### config.mk
export PLATFORM = sky130hd
export DESIGN_NAME = led_debugger_multi
export DESIGN_NICKNAME = d
export VERILOG_FILES = /design/src/rtl/led_debugger_multi.sv
export SDC_FILE = /design/constraint.sdc
export NUM_CORES = 1
export LEC_CHECK = 0
export BUFFER_PORTS_ARGS = -buffer_cell sky130_fd_sc_hd__clkbuf_2
export CORE_ASPECT_RATIO = 1.4
export CORE_UTILIZATION = 56
export CTS_CLUSTER_DIAMETER = 80
export CTS_CLUSTER_SIZE = 24
export DETAILED_ROUTE_END_ITERATION = 7
export MAX_ROUTING_LAYER = met4
export PLACE_DENSITY = 0.8
export SLEW_MARGIN = 0
export SYNTH_ARGS = -nofsm -noshare
export SYNTH_HDL_FRONTEND = slang
export SYNTH_SLANG_ARGS = --single-unit
export TNS_END_PERCENT = 1
### constraint.sdc
create_clock -name clock -period 2.6 [get_ports clock]
set_input_delay 0.39 -clock clock [delete_from_list [all_inputs] [get_ports clock]]
set_output_delay 0.39 -clock clock [all_outputs]
set_load 0.05 [all_outputs]
### src/rtl/led_debugger_multi.sv
// Multi-channel LED debugger: per-channel stream FIFOs, STEP/LIVE draining,
// debounced front-panel buttons and a paged, registered LED view of one held word.
module led_debugger_multi #(
  parameter int DATA_WIDTH      = 8,
  parameter int CHANNEL_BITS    = 1,
  parameter int DEPTH_BITS      = 4,
  parameter int LED_WIDTH       = 8,
  parameter int PAGE_BITS       = 1,
  parameter int DEBOUNCE_CYCLES = 100000
) (
  input  logic                                    clock,
  input  logic                                    reset,
  input  logic [(2**CHANNEL_BITS)*DATA_WIDTH-1:0] in_data,
  input  logic [(2**CHANNEL_BITS)-1:0]            in_valid,
  output logic [(2**CHANNEL_BITS)-1:0]            in_ready,
  input  logic                                    button_next,
  input  logic                                    button_channel,
  input  logic                                    button_page,
  input  logic                                    mode_live,
  output logic [LED_WIDTH-1:0]                    leds,
  output logic [CHANNEL_BITS-1:0]                 channel_sel,
  output logic [PAGE_BITS-1:0]                    page_sel,
  output logic [(2**CHANNEL_BITS)-1:0]            pending,
  output logic [(2**CHANNEL_BITS)-1:0]            overflow
);

  localparam int CHANNELS = 2**CHANNEL_BITS;
  localparam int DEPTH    = 2**DEPTH_BITS;
  localparam int PAGES    = (DATA_WIDTH + LED_WIDTH - 1) / LED_WIDTH;
  localparam int DISP_W   = LED_WIDTH * (2**PAGE_BITS);
  localparam int CNT_W    = $clog2(DEBOUNCE_CYCLES + 1);
  localparam logic [CNT_W-1:0]     CNT_LAST  = CNT_W'(DEBOUNCE_CYCLES - 1);
  localparam logic [PAGE_BITS-1:0] PAGE_LAST = PAGE_BITS'(PAGES - 1);

  // Button bit order: [0] next, [1] channel, [2] page
  logic [2:0]              r_btn_meta;
  logic [2:0]              r_btn_sync;
  logic [2:0]              r_db_level;
  logic [2:0]              r_db_prev;
  logic [CNT_W-1:0]        r_db_cnt [3];
  logic [1:0]              r_mode_sync;

  logic [DEPTH_BITS:0]     r_wr_ptr [CHANNELS];
  logic [DEPTH_BITS:0]     r_rd_ptr [CHANNELS];
  logic [DATA_WIDTH-1:0]   r_mem    [CHANNELS][DEPTH];
  logic [DATA_WIDTH-1:0]   r_held   [CHANNELS];
  logic [CHANNEL_BITS-1:0] r_channel_sel;
  logic [PAGE_BITS-1:0]    r_page_sel;
  logic [CHANNELS-1:0]     r_overflow;
  logic [LED_WIDTH-1:0]    r_leds;

  logic [2:0]              w_pulse;
  logic                    w_live;
  logic [CHANNELS-1:0]     w_empty;
  logic [CHANNELS-1:0]     w_full;
  logic [CHANNELS-1:0]     w_push;
  logic [CHANNELS-1:0]     w_pop;
  logic [CHANNELS-1:0]     w_ovf_clr;
  logic [DATA_WIDTH-1:0]   w_held_next [CHANNELS];
  logic [CHANNEL_BITS-1:0] w_channel_next;
  logic [PAGE_BITS-1:0]    w_page_next;
  logic [DISP_W-1:0]       w_disp;
  logic [LED_WIDTH-1:0]    w_leds_next;

  always_ff @(posedge clock or negedge reset) begin
    if (!reset) begin
      r_btn_meta  <= '0;
      r_btn_sync  <= '0;
      r_db_level  <= '0;
      r_db_prev   <= '0;
      r_mode_sync <= '0;
      for (int unsigned i = 0; i < 3; i++) r_db_cnt[i] <= '0;
    end else begin
      r_btn_meta  <= {button_page, button_channel, button_next};
      r_btn_sync  <= r_btn_meta;
      r_db_prev   <= r_db_level;
      r_mode_sync <= {r_mode_sync[0], mode_live};
      // Level flips on the DEBOUNCE_CYCLES-th consecutive differing sample
      for (int unsigned i = 0; i < 3; i++) begin
        if (r_btn_sync[i] != r_db_level[i]) begin
          if (r_db_cnt[i] == CNT_LAST) begin
            r_db_level[i] <= r_btn_sync[i];
            r_db_cnt[i]   <= '0;
          end else begin
            r_db_cnt[i]   <= r_db_cnt[i] + 1'b1;
          end
        end else begin
          r_db_cnt[i] <= '0;
        end
      end
    end
  end

  assign w_pulse = r_db_level & ~r_db_prev;
  assign w_live  = r_mode_sync[1];

  always_comb begin
    w_empty   = '0;
    w_full    = '0;
    w_push    = '0;
    w_pop     = '0;
    w_ovf_clr = '0;
    for (int unsigned c = 0; c < CHANNELS; c++) begin
      w_empty[c]     = (r_wr_ptr[c] == r_rd_ptr[c]);
      w_full[c]      = (r_wr_ptr[c][DEPTH_BITS] != r_rd_ptr[c][DEPTH_BITS]) &&
                       (r_wr_ptr[c][DEPTH_BITS-1:0] == r_rd_ptr[c][DEPTH_BITS-1:0]);
      w_push[c]      = in_valid[c] & ~w_full[c];
      w_pop[c]       = ~w_empty[c] &
                       (w_live | (w_pulse[0] & (r_channel_sel == CHANNEL_BITS'(c))));
      w_ovf_clr[c]   = ~w_live & w_pulse[0] & (r_channel_sel == CHANNEL_BITS'(c)) & w_empty[c];
      w_held_next[c] = w_pop[c] ? r_mem[c][r_rd_ptr[c][DEPTH_BITS-1:0]] : r_held[c];
    end
  end

  // LEDs are registered from next-state values so they track held/select changes at the same edge
  always_comb begin
    w_channel_next = r_channel_sel;
    w_page_next    = r_page_sel;
    if (w_pulse[1]) begin
      w_channel_next = r_channel_sel + 1'b1;
      w_page_next    = '0;
    end else if (w_pulse[2]) begin
      w_page_next    = (r_page_sel == PAGE_LAST) ? '0 : r_page_sel + 1'b1;
    end
    w_disp                   = '0;
    w_disp[DATA_WIDTH-1:0]   = w_held_next[w_channel_next];
    w_leds_next              = w_disp[w_page_next*LED_WIDTH +: LED_WIDTH];
  end

  always_ff @(posedge clock or negedge reset) begin
    if (!reset) begin
      for (int unsigned c = 0; c < CHANNELS; c++) begin
        r_wr_ptr[c] <= '0;
        r_rd_ptr[c] <= '0;
        r_held[c]   <= '0;
      end
      r_channel_sel <= '0;
      r_page_sel    <= '0;
      r_overflow    <= '0;
      r_leds        <= '0;
    end else begin
      for (int unsigned c = 0; c < CHANNELS; c++) begin
        if (w_push[c]) r_wr_ptr[c] <= r_wr_ptr[c] + 1'b1;
        if (w_pop[c])  r_rd_ptr[c] <= r_rd_ptr[c] + 1'b1;
        r_held[c] <= w_held_next[c];
      end
      r_overflow    <= (in_valid & w_full) | (r_overflow & ~w_ovf_clr);
      r_channel_sel <= w_channel_next;
      r_page_sel    <= w_page_next;
      r_leds        <= w_leds_next;
    end
  end

  always_ff @(posedge clock) begin
    for (int unsigned c = 0; c < CHANNELS; c++) begin
      if (w_push[c]) r_mem[c][r_wr_ptr[c][DEPTH_BITS-1:0]] <= in_data[c*DATA_WIDTH +: DATA_WIDTH];
    end
  end

  assign in_ready    = ~w_full;
  assign pending     = ~w_empty;
  assign overflow    = r_overflow;
  assign leds        = r_leds;
  assign channel_sel = r_channel_sel;
  assign page_sel    = r_page_sel;

endmodule

==> run_results.csv <==
group,metric,value,unit
yosys,postSynthCellCount,891,
placement,place_area,15600,um^2
placement,place_ws,78.6,ps
layout,diodes,0,
sta,fmax,409,MHz
cts,cts_tree,"done",
cts,clkSlewWorstSetupHoldPaths,100,ps
floorplanning,die_h,195,um
global_routing,antenna_found_initial,0,
min_path,hold_path_startpoint,"in_valid[0]",
yosys,synth_edf_count,256,
yosys,async_flop_share,0.306,
drt,vias,7526,
min_path,min_path_type,"in -> reg",
cts,cts_root_buffer,"clkbuf_16",
drt,wl,27800,um
run_status,status,"finished with violations",
sta,rsz0062_at_grt,"no",
power,combPwrFrac,0.324,
floorplanning,start_util,0.568,
layout,final_nets,991,
layout,seq_area,10500,um^2
sta,tightest_slew,769,ps
sta,finalHoldViolations,0,
power,seqPwrFrac,0.476,
run_status,violations,"DRC",
critical_path,cp_max_fo,7,
yosys,ys.flop_type,"edfxtp_1",
yosys,yosysTopAreaCellShare,0.518,
global_routing,grt_use_total,0.224,
cts,cts_buffers,19,
cts,cts_buffer_depth,3,
yosys,syn_area,14800,um^2
yosys,synth_warnings,0,
critical_path,cp-end-kind,"output pin",
critical_path,cp.required,2210,ps
drt,final_antenna_net_count,0,
sta,slew_violations,0,
cts,clk_latency,530,ps
drt,drtIter0Drc,537,
sta,skew,26.1,ps
layout,post-route-util,0.621,
floorplanning,core,26100,um^2
sta,layout_min_cycle_time,2450,ps
yosys,synth_fp_nets,928,
global_routing,grt_remaining_overflow,0,
drt,drt_pre_antenna_iters,6,
global_routing,grt_pass1_vias,8106,
power,switching_share,0.320,
critical_path,r2r-start,"r_rd_ptr[5]",
run,cap_viol_max_count,0,
power,leakage,5.84,nW
power,p_int,10.7,mW
floorplanning,die-area,27100,um^2
cts,cts_sinks,369,
layout,fillers,1830,
yosys,synth.area.top_cells,"edfxtp_1 52%, dfrtp_1 19%, mux4_2 9.4%",
power,totalPowerFinal,15.8,mW
layout,multi_input_comb_area,4070,um^2
critical_path,crit_start,"r_rd_ptr[8]",
critical_path,worst-setup-path-type,"reg -> out",
critical_path,start_kind,"register",
global_routing,grt_pass1_wl,44700,um
yosys,yosysSeqAreaShare,0.709,
yosys,synth_most_common_cell,"edfxtp_1",
sta,setup_slack,153,ps
yosys,synthDistinctLibCells,40,
floorplanning,die_w,140,um
placement,place.gp.congestion,0.839,
global_routing,grt_max_degree,55,
sta,setup_viol,0,
power,clkPwrFrac,0.200,
yosys,synthTopCellsByCount,"256 x edfxtp_1, 113 x dfrtp_1, 93 x nor2_1",
sta,maxSlewHeadroom,0.485,
power,ir_drop,0.585,mV
floorplanning,fp-row-count,70,
min_path,worst_hold_path.num_cells,3,
yosys,synth.avg_cell_area,16.6,um^2
power,p_per_area,975,nW/um^2
placement,port_buffers,39,
power,switchingPower,5.06,mW
drt,wl_per_cell,21.6,um
critical_path,reg2reg_depth,7,
drt,drc_errors,1,
sta,fin_setup_tns,0,ps
cts,cts_setup_buffers,0,
drt,routed_via_density,5.84,
layout,postLayoutCellArea,16200,um^2
layout,drive_gt1_frac,0.193,
sta,finalCritPeriodShare,0.941,
layout,syn2layout_area_growth,9.23,%
yosys,synth-seq-cells,369,
placement,post-dp-hpwl,18800,um
cts,htreeDepth,1,
yosys,synth_top_area_cell,"edfxtp_1",
floorplanning,ioPinCount,40,
critical_path,cp.arrival,2060,ps
==> power groups by stage <==
stage	logic, mW	registers [mW]	clock network (mW)
6_report	5.12	7.51	3.16
5_1_grt	5.51	7.58	3.40
2_1_floorplan	3.46	7.68	0
4_1_cts	5.17	7.51	3.22
3_5_place_dp	5.12	7.63	0
3_3_place_gp	5.01	7.58	0
==> what timing repair did <==
action / 4_1_cts / 5_1_grt
endpoints found under the hold margin: 34 / 0
hold buffers: 5 / 0
setup endpoints to repair: 0 / 24
gates resized for setup: 0 / 3
==> worst max-delay path, stage by stage (launching register included) <==
cell and delay [ps]:
dfrtp_1 480, xor2_1 220, nor4_4 340, buf_4 190
nand2_1 50, clkbuf_2 250
==> area by class of cell <==
| class | instances | area share |
|---|---|---|
| Multi-Input combinational cell | 464 | 0.251 |
| Clock buffer | 30 | 0.0319 |
| Clock inverter | 2 | 0.00154 |
| Sequential cell | 369 | 0.649 |
| Timing Repair Buffer | 82 | 0.0368 |
| Tap cell | 324 | 0.0250 |
| Inverter | 18 | 0.00417 |
==> flip-flops by register name, summed over array words and instances (netlist names), 8 cells and up <==
register	cells
r_wr_ptr	10
r_db_cnt	51
r_rd_ptr	10
leds	8
r_held	16
r_mem	256
==> metal layers <==
metal	track usage	vias to the layer above	routed length [um]
met5	-	-	0
met1	0.266	3808	10800
met4	0.0981	0	1220
li1	-	3460	-
met2	0.388	191	14800
met3	0.0244	67	1080
==> cells in the final DEF, fill, tap and decap left out, drive strengths merged, types with 11 or more instances in the layout <==
cell type and instances:
and4 11, nand2 40, buf 39, mux2 14, mux4 64, xor2 46, a22oi 32, inv 20
nand3 27, edfxtp 256, nor2 93, and2 11, dfrtp 113, nand4 13, clkbuf 68, xnor2 30
ha 13
==> cells by family after synthesis <==
| kind of cell | after synthesis | share of synthesized area |
|---|---|---|
| adder cells (fa/ha/maj) | 13 | 0.0110 |
| XOR/XNOR | 76 | 0.0449 |
| AO/OA/AOI/OAI | 57 | 0.0285 |
| AND/OR/NAND/NOR | 240 | 0.0794 |
| multiplexers | 78 | 0.109 |
| flip-flops | 369 | 0.709 |
| buffers and inverters | 58 | 0.0178 |
==> metrics by stage <==
step           instances  hold slack [ps]
3_5_place_dp        1252              336
4_1_cts             1289              145
6_report            1289              164
3_3_place_gp        1252              332
2_1_floorplan        891             94.4
5_1_grt             1289              180
==> worst paths after layout <==
path                                 endpoint  slack (ps)
worst max-delay path               pending[0]         150
worst min-delay path              overflow[0]         160
worst max register to register        leds[1]         160
worst min register to register  r_btn_sync[2]         360
max in group asynchronous         r_rd_ptr[1]        1500
min in group asynchronous        r_db_cnt[16]         350
(Power assumes the default switching activity.)
